===== src/rtl/rr_arbiter8.sv =====
// rr_arbiter8: round-robin arbiter for 8 requesters with hold handshake and optional max hold rotation
module rr_arbiter8 #(
  parameter int MAX_HOLD = 0
) (
  input  logic       clk,
  input  logic       rst,
  input  logic [7:0] req,
  output logic [7:0] grant,
  output logic [2:0] grant_idx,
  output logic       grant_valid
);
  typedef enum logic {IDLE, GRANT} state_t;
  localparam logic [7:0] MH = MAX_HOLD[7:0];
  state_t state, state_n;
  logic [7:0] grant_n, hcnt, hcnt_n;
  logic [2:0] idx_n, ptr, ptr_n, start;
  logic [3:0] win;
  logic hold;
  function automatic logic [3:0] pick(input logic [7:0] r, input logic [2:0] s);
    logic [15:0] d;
    logic [3:0] p;
    d = {r, r} >> s;
    p = '0;
    for (int i = 7; i >= 0; i--) if (d[i]) p = {1'b1, s + 3'(i)};
    return p;
  endfunction
  assign grant_valid = |grant;
  assign hold = state == GRANT && req[grant_idx] && (MH == 8'd0 || hcnt < MH);
  assign start = state == GRANT ? grant_idx + 3'd1 : ptr;
  assign win = pick(req, start);
  always_comb begin
    state_n = state;
    grant_n = grant;
    idx_n = grant_idx;
    ptr_n = ptr;
    hcnt_n = hcnt;
    if (hold) hcnt_n = hcnt + {7'd0, hcnt != 8'hff};
    else begin
      ptr_n = state == GRANT ? start : ptr;
      state_n = win[3] ? GRANT : IDLE;
      grant_n = win[3] ? 8'd1 << win[2:0] : 8'd0;
      idx_n = win[3] ? win[2:0] : grant_idx;
      hcnt_n = {7'd0, win[3]};
    end
  end
  always_ff @(posedge clk) begin
    if (rst) begin
      state <= IDLE;
      grant <= '0;
      grant_idx <= '0;
      ptr <= '0;
      hcnt <= '0;
    end else begin
      state <= state_n;
      grant <= grant_n;
      grant_idx <= idx_n;
      ptr <= ptr_n;
      hcnt <= hcnt_n;
    end
  end
endmodule

===== config.mk =====
export PLATFORM = sky130hd
export DESIGN_NAME = rr_arbiter8
export DESIGN_NICKNAME = d
export VERILOG_FILES = /design/src/rtl/rr_arbiter8.sv
export SDC_FILE = /design/constraint.sdc
export NUM_CORES = 1
export LEC_CHECK = 0
export ABC_CLOCK_PERIOD_IN_PS = 3750
export CORE_AREA = 3 3 68 70
export CTS_BUF_LIST = sky130_fd_sc_hd__clkbuf_4 sky130_fd_sc_hd__clkbuf_8
export CTS_CLUSTER_DIAMETER = 150
export DETAILED_ROUTE_END_ITERATION = 8
export DIE_AREA = 0 0 71 73
export PLACE_DENSITY_LB_ADDON = 0.12
export SYNTH_ARGS = -nofsm -noshare
export SYNTH_HDL_FRONTEND = slang
export SYNTH_SLANG_ARGS = --single-unit
export TNS_END_PERCENT = 10

===== constraint.sdc =====
create_clock -name clk -period 3.75 [get_ports clk]
set_input_delay 0.5625 -clock clk [delete_from_list [all_inputs] [get_ports clk]]
set_output_delay 0.5625 -clock clk [all_outputs]
set_load 0.01 [all_outputs]

After elaboration in Yosys (flattened, before gate mapping)

Index checks and enable logic that the tools add are counted.

Flip-flop bits (word level): 15
Latch bits: 0
Bits in writable memories: 0
Memory bits (read-only): 0
Input bits: 10
Logic and storage cells: 33
Memories: 0

Add/subtract/negate cells: 8
$mul: 0
Div/mod/pow operators: 0
$lt $le $gt $ge: 1
Eq/ne operators: 0
Shift operators: 2
Multiplexer cells: 13
Bitwise logic cells: 1
Reduce and logical (&&, ||, !) cells: 4

Operators with widths:

| cell                  | number |
|---|---|
| $mux W4               | 8 |
| $shr A16 B3 Y8        | 1 |
| $add A3 B3 Y3 const B | 4 |
| $mux W8               | 1 |
| $reduce_or A8 Y1      | 1 |
| $shl A1 B3 Y8 const A | 1 |
| $add A3 B1 Y3 const B | 2 |
| $add A3 B2 Y3 const B | 2 |
| $lt A3 B4 Y1 const B  | 1 |
| $reduce_and A2 Y1     | 2 |
| $bmux W1 S3           | 1 |
| $mux W3               | 1 |
| $mux W1               | 2 |
| $logic_and A1 B1 Y1   | 1 |
| $not A1 Y1            | 1 |

Longest topological paths before layout

Depth after elaboration: 13
Mapped depth: 15

Least setup slack after synthesis

Ideal clock, no wire load.

Kind: reg2reg
From: reg grant_idx[0]
To: reg grant[7]
Setup time: 0.117 ns
Data arrival time: 3.544 ns
Required time: 3.633 ns
Path slack: 0.089 ns
Cell stages (with the launch flop): 16
Path buffers: 3
Clock period less this slack: 3.661 ns
Cells stage by stage: dfxtp_1 -> ha_1 -> mux2i_1 -> clkbuf_1 -> clkbuf_1 -> ha_1 -> clkbuf_1 -> inv_1 -> o31ai_1 -> o311ai_0 -> a32o_1 -> and4b_1 -> a211oi_2 -> o211ai_2 -> nor3b_2 -> a22o_1

Cells in the longest elaborated chain, start to end: 13

RTL lines:

| item                                                   | RTL line | text |
|---|---|---|
| start: declaration                                     | 9        | `output logic [2:0] grant_idx,` |
| start signal: assignment                               | 56       | `grant_idx <= idx_n;` |
| $add A3 B1 Y3                                          | 29       | `assign start = state == GRANT ? grant_idx + 3'd1 : ptr;` |
| $mux W3                                                | 29       |  |
| $add A3 B3 Y3 / $shr A16 B3 Y8 (equally long branches) | 24, 22   |  |
| $mux W4 (8 in a row)                                   | 24       | `for (int i = 7; i >= 0; i--) if (d[i]) p = {1'b1, s + 3'(i)};` |
| $shl A1 B3 Y8                                          | 41       | `grant_n = win[3] ? 8'd1 << win[2:0] : 8'd0;` |
| $mux W8                                                | 41       |  |
| end signal: assignment                                 | 55       | `grant <= grant_n;` |
| end: declaration                                       | 8        | `output logic [7:0] grant,` |

Parallel ways exist; a longest one is shown, timed or not. The select of a mux whose other input is x is not followed.
A chain may end at the register's enable or synchronous reset.

Final worst setup path

From: reg state
To: reg grant[6]

Cells in the longest elaborated chain, start to end: 12

RTL lines:

| item                                                   | RTL line | text |
|---|---|---|
| start: declaration                                     | 14       | `state_t state, state_n;` |
| start signal: assignment                               | 54       | `state <= state_n;` |
| $mux W3                                                | 29       |  |
| $add A3 B3 Y3 / $shr A16 B3 Y8 (equally long branches) | 24, 22   |  |
| $mux W4 (8 in a row)                                   | 24       |  |
| $shl A1 B3 Y8                                          | 41       |  |
| $mux W8                                                | 41       |  |

Parallel ways exist; a longest one is shown, timed or not.

==> metrics.cfg <==
[status]
outcome=completed

[grt]
grt_first_pass_wirelength_um=9720
grt_pass1_vias=1920
antenna_found_initial=0
gr-total-overflow=0
grt_max_degree=32
grt_use_total_pct=23.2

[route]
route.vias.total=2172
drtPass1Iterations=5
wl_per_cell_um=18.5
drt_wl_total_um=5850
ant_nets=0
drtIter0Drc=209
drcViolationCount=0
viasPerCell=6.85

[clocking]
cts_tree=done
post_cts_resize_count=0
clock-root-buffer=clkbuf_8
cts_setup_buffers=0
clk_pin_slew_ns=0.06
hold_buffers=0
cts_sinks=15
clock_latency_ns=0.25
cts_buffer_depth=2
cts_max_level=1
numCtsBuffers=3

[finish]
final_cell_mix=nor2_1, nand3_1, clkdlybuf4s50_1
drive_above_1_share_pct=15.4
antenna_cells=0
regArea_um2=300
area_growth_pct=14.6
final_nets=281
final_area_um2=2300
multi_input_area_um2=1600
final_common_cell=nor2_1
fill_cells=413

[power]
p_clk_share_pct=6.5
p_int_uw=985
p_leak_uw=0.000862
p_sw_uw=1010
power_frac_seq_pct=13.1
irDropWorstVdd_uv=335
power.density_nw_per_um2=866
p_comb_share_pct=80.4
power_uw=1990
swShare_pct=50.6

[sta]
rsz0062_at_grt=no
setup_viol=0
period_minus_slack_ns=3.29
worstMarginPinSlew_ns=0.683
maxClockFrequency_mhz=304
slew_violations=0
finalSetupTns_ns=0
hold_ws_ns=0.506
post-route-period-util_pct=87.7
clock_skew_ns=0.00228
hold_viol=0
timing.final.ws_setup_ns=0.460
slew_headroom_pct=53.6

[worst_setup_path]
cp_max_fo=14
path_class=register to register
required_ns=3.89
crit_start=state
r2r_start=state
rr_endpoint=grant[6]
reg2reg_slack_ns=0.46
reg2reg_depth=9
cp-endpoint=grant[6]
arrival_ns=3.43
crit_path_start_kind=register
critPathCaptureType=register

[synth]
synthCells=250
seq_area_frac_synth_pct=15.0
synth_top_area_share_pct=15.0
syn_avg_cell_area_um2=8.03
synth_warnings=0
ys_seq_elements=15
synth_area_leaders=dfxtp_1, mux4_2, nand3_1
ys.flop_type=dfxtp_1
synth_nets=263
syn_area_um2=2010
synth_enable_flop_cells=0
synth_area_leader_cell=dfxtp_1
synth_cell_types=70
async_flop_share_pct=0

[placed_design]
portBuffers=21
dp_worst_setup_slack_ns=0.246
globalplace.congestion=0.945
dp_hpwl_um=4450
place_area_um2=2260

[floorplanning]
start_util_pct=49.8
ios=22
die_width_um=71
coreArea_um2=4030
rows=23
die-area_um2=5180
die_y_um=73

[min_path]
hold_path_depth=1
hp-class=register to register
worstHoldStart=grant[7]

[flow_run]
drv_cap=0

-- registers in the layout, indices dropped and copies added, names as in the netlist --
| name | flops |
|---|---|
| grant | 8 |
| grant_idx | 3 |
| state | 1 |
| ptr | 3 |
-- worst min path at each step --
stage,end
floorplan,ptr[1]
global placement,grant[1]
detailed placement,grant[7]
CTS,grant[7]
global route,grant[4]
finish,grant[7]
-- routing by layer --
metal	track usage [%]	routed length, um	vias up
met4	6.68	148	0
met5	0	0	-
met2	35.5	2580	127
met1	33.5	2570	1006
li1	-	-	1025
met3	3.86	553	14
-- cells by family after synthesis --
kind of cell	share of synthesized area, %
buf+inv	5.36
mux	13.5
fa+ha+maj	1.87
xor+xnor	0.872
compound gates	34.3
simple gates	29.2
flops	15.0
-- synthesized netlist by cell type (3+ instances only) --
cell	number
dfxtp_1	15
mux2i_1	8
nand3_1	22
and2_1	7
a21oi_1	9
clkbuf_1	5
nand2_1	13
a32oi_1	3
buf_2	8
o21ai_0	14
ha_1	3
inv_1	4
nor4_1	4
a31oi_1	3
mux4_2	6
a211o_1	4
nor2_1	23
a22o_1	8
a211oi_2	3
and3_1	7
or3_1	4
o31ai_1	3
a211oi_1	9
nor3_1	8
-- power by group through the flow --
| stage | Combinational, uW | Sequential [uW] | Clock [uW] |
|---|---|---|---|
| 2_1_floorplan | 1140 | 289 | 0 |
| 3_3_place_gp | 1590 | 265 | 0 |
| 3_5_place_dp | 1580 | 266 | 0 |
| 4_1_cts | 1590 | 263 | 134 |
| 5_1_grt | 1750 | 271 | 137 |
| 6_report | 1600 | 262 | 129 |
-- area by class of cell --
cell class                      instances  share of cell area (%)
Clock buffer                            3                    1.79
Clock inverter                          1                   0.217
Inverter                                6                   0.978
Multi-Input combinational cell        213                    69.5
Sequential cell                        15                    13.0
Tap cell                               50                    2.72
Timing Repair Buffer                   29                    11.7
-- critical path, cell delays in order (launching register included) --
cell      delay (ns)
dfxtp_1         0.63
or2_1           0.44
nand3_1         0.22
and3_1          0.21
a211oi_1        0.56
o211a_1         0.25
o22ai_1         0.08
a32oi_1         0.37
and2b_1         0.25
a22o_1          0.17
-- through the flow --
step / util [%] / cells
finish: 57.1 / 317
detailed placement: 56.0 / 313
global route: 57.1 / 317
floorplan: - / 250
global placement: 56.0 / 313
CTS: 57.1 / 317
Power figures use the tool's default switching activity.
